$ cat config.mk
export PLATFORM = sky130hd
export DESIGN_NAME = fmul_pipe
export DESIGN_NICKNAME = d
export VERILOG_FILES = /design/src/rtl/fmul_pipe.sv
export SDC_FILE = /design/constraint.sdc
export NUM_CORES = 2
export LEC_CHECK = 0
export BUFFER_PORTS_ARGS = -buffer_cell sky130_fd_sc_hd__buf_2
export CAP_MARGIN = 20
export CORE_UTILIZATION = 65
export CTS_CLUSTER_DIAMETER = 40
export DETAILED_ROUTE_END_ITERATION = 7
export MAX_ROUTING_LAYER = met4
export PLACE_DENSITY = 0.84
export REMOVE_ABC_BUFFERS = 1
export SETUP_SLACK_MARGIN = 0.3
export SYNTH_ARGS = -nofsm -noshare
export SYNTH_HDL_FRONTEND = slang
export SYNTH_SLANG_ARGS = --single-unit
$ cat constraint.sdc
create_clock -name clk -period 9.71 [get_ports clk]
set_clock_uncertainty 0.1 [all_clocks]
set_input_delay 1.942 -clock clk [delete_from_list [all_inputs] [get_ports clk]]
set_output_delay 1.942 -clock clk [all_outputs]
set_load 0.05 [all_outputs]
$ cat src/rtl/fmul_pipe.sv
// Pipelined IEEE-754 multiplier with valid/ready handshake, sideband tag and flush.
// Flush-to-zero on denormal inputs, round-to-nearest-even, no denormal outputs.
module fmul_pipe #(
  parameter int EXP_W  = 8,
  parameter int MAN_W  = 23,
  parameter int STAGES = 2,
  parameter int TAG_W  = 5
) (
  input  logic                   clk,
  input  logic                   rstn,
  input  logic                   flush,
  input  logic                   in_valid,
  output logic                   in_ready,
  input  logic [EXP_W+MAN_W:0]   x1,
  input  logic [EXP_W+MAN_W:0]   x2,
  input  logic [TAG_W-1:0]       in_tag,
  output logic                   out_valid,
  input  logic                   out_ready,
  output logic [EXP_W+MAN_W:0]   y,
  output logic                   ovf,
  output logic                   udf,
  output logic [TAG_W-1:0]       out_tag
);

  localparam int W    = 1 + EXP_W + MAN_W;
  localparam int EW2  = EXP_W + 2;
  localparam int PW   = 2 * (MAN_W + 1);
  localparam int BIAS = (1 << (EXP_W - 1)) - 1;
  localparam int EMAX = (1 << EXP_W) - 1;

  localparam logic [1:0] SP_NONE = 2'd0;
  localparam logic [1:0] SP_NAN  = 2'd1;
  localparam logic [1:0] SP_INF  = 2'd2;
  localparam logic [1:0] SP_ZERO = 2'd3;

  if (STAGES < 1 || STAGES > 3) begin : gBadStages
    $error("fmul_pipe: STAGES must be in 1..3");
  end

  typedef struct packed {
    logic                  sign;
    logic [1:0]            sp;
    logic signed [EW2-1:0] exp;
    logic [PW-1:0]         prod;
  } stageA_t;

  typedef struct packed {
    logic                  sign;
    logic [1:0]            sp;
    logic signed [EW2-1:0] exp;
    logic [MAN_W:0]        mant;
    logic                  guard;
    logic                  sticky;
  } stageB_t;

  logic            advance;
  logic            outValid_q;
  logic [W-1:0]    y_q;
  logic            ovf_q;
  logic            udf_q;
  logic [TAG_W-1:0] tag_q;

  stageA_t          aStage_d;
  stageA_t          bIn;
  logic             bInValid;
  logic [TAG_W-1:0] bInTag;
  stageB_t          bStage_d;
  stageB_t          cIn;
  logic             cInValid;
  logic [TAG_W-1:0] cInTag;
  logic [W-1:0]     y_d;
  logic             ovf_d;
  logic             udf_d;

  assign advance  = !outValid_q || out_ready;
  assign in_ready = advance;

  always_comb begin
    logic [EXP_W-1:0] e1, e2;
    logic [MAN_W-1:0] m1, m2;
    logic nan1, nan2, inf1, inf2, zero1, zero2;
    e1 = x1[W-2:MAN_W];
    e2 = x2[W-2:MAN_W];
    m1 = x1[MAN_W-1:0];
    m2 = x2[MAN_W-1:0];
    nan1  = (&e1) && (|m1);
    nan2  = (&e2) && (|m2);
    inf1  = (&e1) && !(|m1);
    inf2  = (&e2) && !(|m2);
    zero1 = (e1 == '0);
    zero2 = (e2 == '0);
    aStage_d.sign = x1[W-1] ^ x2[W-1];
    // inf*0 is invalid, so it must win over both the inf and zero cases
    if (nan1 || nan2 || (inf1 && zero2) || (inf2 && zero1)) aStage_d.sp = SP_NAN;
    else if (inf1 || inf2)                                  aStage_d.sp = SP_INF;
    else if (zero1 || zero2)                                aStage_d.sp = SP_ZERO;
    else                                                    aStage_d.sp = SP_NONE;
    aStage_d.exp  = $signed({2'b00, e1}) + $signed({2'b00, e2}) - $signed(EW2'(BIAS));
    aStage_d.prod = PW'({1'b1, m1}) * PW'({1'b1, m2});
  end

  if (STAGES == 3) begin : gRegA
    stageA_t          aStage_q;
    logic             aValid_q;
    logic [TAG_W-1:0] aTag_q;
    always_ff @(posedge clk or negedge rstn) begin
      if (!rstn) begin
        aStage_q <= '0;
        aValid_q <= 1'b0;
        aTag_q   <= '0;
      end else if (flush) begin
        aValid_q <= 1'b0;
      end else if (advance) begin
        aStage_q <= aStage_d;
        aValid_q <= in_valid;
        aTag_q   <= in_tag;
      end
    end
    assign bIn      = aStage_q;
    assign bInValid = aValid_q;
    assign bInTag   = aTag_q;
  end else begin : gNoRegA
    assign bIn      = aStage_d;
    assign bInValid = in_valid;
    assign bInTag   = in_tag;
  end

  always_comb begin
    bStage_d.sign = bIn.sign;
    bStage_d.sp   = bIn.sp;
    if (bIn.prod[PW-1]) begin
      bStage_d.exp    = bIn.exp + EW2'(1);
      bStage_d.mant   = bIn.prod[PW-1:MAN_W+1];
      bStage_d.guard  = bIn.prod[MAN_W];
      bStage_d.sticky = |bIn.prod[MAN_W-1:0];
    end else begin
      bStage_d.exp    = bIn.exp;
      bStage_d.mant   = bIn.prod[PW-2:MAN_W];
      bStage_d.guard  = bIn.prod[MAN_W-1];
      bStage_d.sticky = |bIn.prod[MAN_W-2:0];
    end
  end

  if (STAGES >= 2) begin : gRegB
    stageB_t          bStage_q;
    logic             bValid_q;
    logic [TAG_W-1:0] bTag_q;
    always_ff @(posedge clk or negedge rstn) begin
      if (!rstn) begin
        bStage_q <= '0;
        bValid_q <= 1'b0;
        bTag_q   <= '0;
      end else if (flush) begin
        bValid_q <= 1'b0;
      end else if (advance) begin
        bStage_q <= bStage_d;
        bValid_q <= bInValid;
        bTag_q   <= bInTag;
      end
    end
    assign cIn      = bStage_q;
    assign cInValid = bValid_q;
    assign cInTag   = bTag_q;
  end else begin : gNoRegB
    assign cIn      = bStage_d;
    assign cInValid = bInValid;
    assign cInTag   = bInTag;
  end

  always_comb begin
    logic                  roundUp;
    logic [MAN_W+1:0]      mantR;
    logic signed [EW2-1:0] expR;
    logic [MAN_W-1:0]      frac;
    roundUp = cIn.guard & (cIn.sticky | cIn.mant[0]);
    mantR   = {1'b0, cIn.mant} + (MAN_W+2)'(roundUp);
    // a rounding carry leaves 10.00..0, so the shifted fraction is all zeros
    expR    = cIn.exp + $signed({{(EW2-1){1'b0}}, mantR[MAN_W+1]});
    frac    = mantR[MAN_W+1] ? mantR[MAN_W:1] : mantR[MAN_W-1:0];
    ovf_d   = 1'b0;
    udf_d   = 1'b0;
    y_d     = {cIn.sign, expR[EXP_W-1:0], frac};
    case (cIn.sp)
      SP_NAN:  y_d = {1'b0, {EXP_W{1'b1}}, 1'b1, {(MAN_W-1){1'b0}}};
      SP_INF:  y_d = {cIn.sign, {EXP_W{1'b1}}, {MAN_W{1'b0}}};
      SP_ZERO: y_d = {cIn.sign, {(W-1){1'b0}}};
      default: begin
        if (expR >= $signed(EW2'(EMAX))) begin
          y_d   = {cIn.sign, {EXP_W{1'b1}}, {MAN_W{1'b0}}};
          ovf_d = 1'b1;
        end else if (expR <= 0) begin
          y_d   = {cIn.sign, {(W-1){1'b0}}};
          udf_d = 1'b1;
        end
      end
    endcase
  end

  always_ff @(posedge clk or negedge rstn) begin
    if (!rstn) begin
      outValid_q <= 1'b0;
      y_q        <= '0;
      ovf_q      <= 1'b0;
      udf_q      <= 1'b0;
      tag_q      <= '0;
    end else if (flush) begin
      outValid_q <= 1'b0;
    end else if (advance) begin
      outValid_q <= cInValid;
      y_q        <= y_d;
      ovf_q      <= ovf_d;
      udf_q      <= udf_d;
      tag_q      <= cInTag;
    end
  end

  assign out_valid = outValid_q;
  assign y         = y_q;
  assign ovf       = ovf_q;
  assign udf       = udf_q;
  assign out_tag   = tag_q;

endmodule

### Word level (Yosys, flattened, before mapping)

Index checks and enable logic that the tools add are counted.

* register bits: 85
* bits of input ports: 74
* output and inout bits: 41
* word-level logic and storage cells: 71

* add/sub/neg operators: 5
* $mul: 1
* $lt $le $gt $ge: 2
* eq/ne operators: 3
* mux-type cells: 17
* bitwise operators: 4
* reductions and logical operators: 26

Operator list (count)
* case mux 32 bit (3 select lines): 1
* OR reduction 23 bit: 3
* 2-to-1 mux 31 bit: 2
* multiplier 24 x 24 -> 48 bit: 1
* 2-to-1 mux 36 bit: 1
* adder 24 x 1 -> 25 bit: 1
* 2-to-1 mux 23 bit: 1
* OR reduction 22 bit: 1
* zero test 8 bit: 2
* AND reduction 8 bit: 2
* adder 10 x 2 -> 10 bit: 1
* adder 10 x 2 -> 10 bit, second input constant: 1
* greater-or-equal comparator 10 x 9 -> 1 bit, second input constant: 1
* less-or-equal comparator 10 x 1 -> 1 bit, second input constant: 1
* subtractor 9 x 7 -> 10 bit, second input constant: 1
* adder 8 x 8 -> 9 bit: 1
* 2-to-1 mux 1 bit: 9
* logical AND 1 bit: 6
* logical OR 1 bit: 6
* 2-to-1 mux 2 bit: 3
* equality test 2 bit, second input constant: 2
* zero test 1 bit: 3
* OR reduction 3 bit: 1
* equality test 2 x 1 -> 1 bit, second input constant: 1
* other kinds (6): 6

### Longest topological paths before layout

* depth in word-level cells: 8
* gate-level depth with buffers: 30
* gate-level depth less buffers: 26

### Worst setup path after synthesis

OpenSTA, ideal clock, no wires.

* kind: input-to-reg
* start point: in x2[12]
* end point: reg gRegB.bStage_q, in the netlist cIn[13]
* setup time: 132 ps
* arrival time: 8499 ps
* setup slack: 980 ps
* cell stages on the path: 27
* buffers on the path: 5
* cell sequence: clkbuf_1 clkbuf_1 nand2_1 fa_1 inv_1 fa_1 inv_1 fa_1 fa_1 inv_1 fa_1 fa_1 inv_1 fa_1 inv_1 ha_1 clkbuf_1 a21oi_1 o21ai_0 or3_1 o211ai_2 a2111oi_2 and4bb_4 buf_6 buf_4 mux2i_1 o21ai_1

* word-level cells in the longest chain between the ends: 2

Ends and longest elaborated chain
* from (decl): line 15 `input logic [EXP_W+MAN_W:0] x2,`
* multiplier 24 x 24 -> 48 bit: line 99 `aStage_d.prod = PW'({1'b1, m1}) * PW'({1'b1, m2});`
* 2-to-1 mux 36 bit: line 131 `if (bIn.prod[PW-1]) begin`
* to (signal assigned): line 156 `bStage_q <= bStage_d;`
* to (decl): line 145 `stageB_t bStage_q;`

No other way between the ends.
A chain may end at the register's enable or synchronous reset.

### Worst setup path after layout

* start point: in x2[3]
* end point: reg gRegB.bStage_q, in the netlist cIn[11]

The elaborated chain is that of the path after synthesis.

==> results.toml <==
[outcome]
status = "completed"

[sta]
relSlewSlack = 0.308
fin_crit_sh = 0.941
max_freq_mhz = 109
rsz0062_at_grt = "false"
setup_viol = 0
worstMarginPinSlew_ps = 1040
hold_viol_final = 0
fin_setup_tns_ps = 0
finalMaxSlewViolations = 0
fin_crit_ps = 9130

[drt]
wl_per_cell_um = 19.7
wl_um = 64100
drt_pass1_iterations = 6
vias = 19100
ant_nets = 0
drc = 0
drt_iter0_markers = 1708
vias_per_cell = 5.87

[yosys]
syn_area_per_cell_um2 = 8.71
synth_top_area_cell = "fa_1"
synth-async-reset-ratio = 1.00
synth_top_area_frac = 0.404
synthCells = 2750
ys_seq_area_frac = 0.0888
synth_area_um2 = 24000
netlist_top_cells_area = "fa_1, ha_1, inv_1, dfrtp_1, and2_1"
synthFlopType = "dfrtp_1"
yosysWarningCount = 0
yosysUniqueCellTypes = 71
synth_edf_count = 0
ys_ff_latch = 85

[clocking]
path_clk_slew_ps = 60
cts_root_buf = "clkbuf_16"
cts.sinks = 85
clockBufferDepth = 2
worstSkewPairLatency_ps = 340
cts_setup_buffers = 0
cts-buffers-inserted = 9
cts_tree = "yes"
cts-hold-fix-buffers = 0
h-tree-depth = 3
cts_resized = 0

[cells_and_area]
layout.nets = 3546
mostFrequentLayoutCells = "inv_1, fa_1, nand2_1"
drive_above_1_share = 0.0715
syn_to_final_growth_pct = 5.69
final_common_cell = "inv_1"
antenna_cells = 0
final_util = 0.705
design_area_um2 = 25300

[placed_design]
place_congestion = 0.962
portBuffers = 114
postPlaceCellArea_um2 = 25000
dp_hpwl_um = 52100

[setup_path]
worstSetupPathType = "in -> reg"
cp_data_required_time_ps = 9840
crit_fanout = 16
start_kind = "primary input"
arrival_ps = 9260
rrSetupSlack_ps = 4840
end_kind = "flop"
ff2ff_path_depth = 17

[global_route]
antenna_found_initial = 0
gr-total-overflow = 0
grt_pass1_wl_um = 103000
grt_max_degree = 114
grt_pass1_vias = 20500
grt_use_total = 0.362

[worst_hold_path]
hold_depth = 2
hp-class = "reg -> reg"

[floorplanning]
rows = 69
die_w_um = 194
core_area_um2 = 35900
die_y_um = 194
pin_count = 115
initial_utilization = 0.667
dieArea_um2 = 37600

[run]
cap_viol_max_count = 0
==> cell type report <==
cell class / count / area, µm²
multi-input cells: 1909 / 19000
fillers: 2722 / 10600
inverters: 624 / 2340
flip-flops and latches: 85 / 2130
repair buffers: 163 / 976
well taps: 461 / 577
clock buffers: 14 / 264
clock inverters: 1 / 30.0
==> synthesized netlist by cell type, types with 3 or more instances <==
| library cell | instances |
|---|---|
| a2111oi_0 | 5 |
| a211oi_1 | 4 |
| a21o_1 | 24 |
| a21oi_1 | 57 |
| a22o_1 | 13 |
| a22oi_1 | 4 |
| a31oi_1 | 8 |
| and2_1 | 250 |
| and3_1 | 19 |
| buf_1 | 4 |
| buf_2 | 6 |
| clkbuf_1 | 119 |
| clkinv_1 | 3 |
| dfrtp_1 | 85 |
| fa_1 | 483 |
| ha_1 | 197 |
| inv_1 | 620 |
| mux2_2 | 6 |
| mux2i_1 | 22 |
| nand2_1 | 402 |
| nand2b_1 | 6 |
| nand3_1 | 30 |
| nand4_1 | 23 |
| nor2_1 | 83 |
| nor2b_1 | 10 |
| nor3_1 | 13 |
| nor3b_1 | 3 |
| nor4_1 | 15 |
| o211ai_1 | 7 |
| o21a_1 | 9 |
| o21ai_0 | 44 |
| o21ai_1 | 27 |
| o21bai_1 | 7 |
| o311ai_0 | 5 |
| o31ai_1 | 4 |
| or2_2 | 4 |
| or4_1 | 6 |
| xnor2_1 | 51 |
| xor2_1 | 34 |
==> cell families (layout without fill, tap and decap cells) <==
family          Yosys count  count (layout)  synth area share
mux                      28              28            0.0120
flops                    85              85            0.0888
fa+ha+maj               680             680             0.506
xor+xnor                 85              85            0.0311
simple gates            878             879             0.179
compound gates          237             237            0.0629
buf+inv                 757             802             0.120
==> per-stage QoR <==
step           instances  hold WS [ps]  worst slack (ps)
2_1_floorplan       2617           339               955
3_3_place_gp        3240           344               385
3_5_place_dp        3240           361               247
4_1_cts             3255           376               576
5_1_grt             3257           403               309
6_report            3257           368               577
==> critical path, stage by stage <==
cell and delay (ps):
buf_2 340, buf_4 260, nand2_1 100, fa_1 570
inv_1 50, fa_1 480, inv_1 60, fa_1 520
inv_1 50, fa_1 410, fa_1 470, fa_1 550
inv_1 50, fa_1 540, inv_1 60, ha_1 400
nand4_1 220, nor4_2 310, a22o_1 190, a21o_2 120
o211ai_2 150, a2111oi_4 470, and4bb_4 320, buf_4 190
nand3_1 70, o21ai_0 80, mux2_2 260
==> routing by layer <==
layer	up-vias	GRT usage	wire length (µm)
met2	1009	0.585	30800
met1	9512	0.449	23900
li1	8342	-	-
met5	-	-	0
met3	258	0.0544	6000
met4	0	0.172	3490
==> state kept, by name (all words and copies together) (netlist names) <==
signal	cells
udf	1
out_valid	1
y	32
ovf	1
cIn	39
out_tag	5
cInValid	1
cInTag	5
==> worst paths after layout <==
check                           from         end
min in group asynchronous       rstn     cIn[13]
max                            x2[3]     cIn[11]
max in group asynchronous       rstn     cIn[28]
max reg2reg                   cIn[5]        y[3]
min                        cInTag[1]  out_tag[1]
min reg2reg                cInTag[1]  out_tag[1]
Power is left out: the tool's default activity adds up to more than one toggle a clock period on the data nets, which glitch-free logic cannot reach.
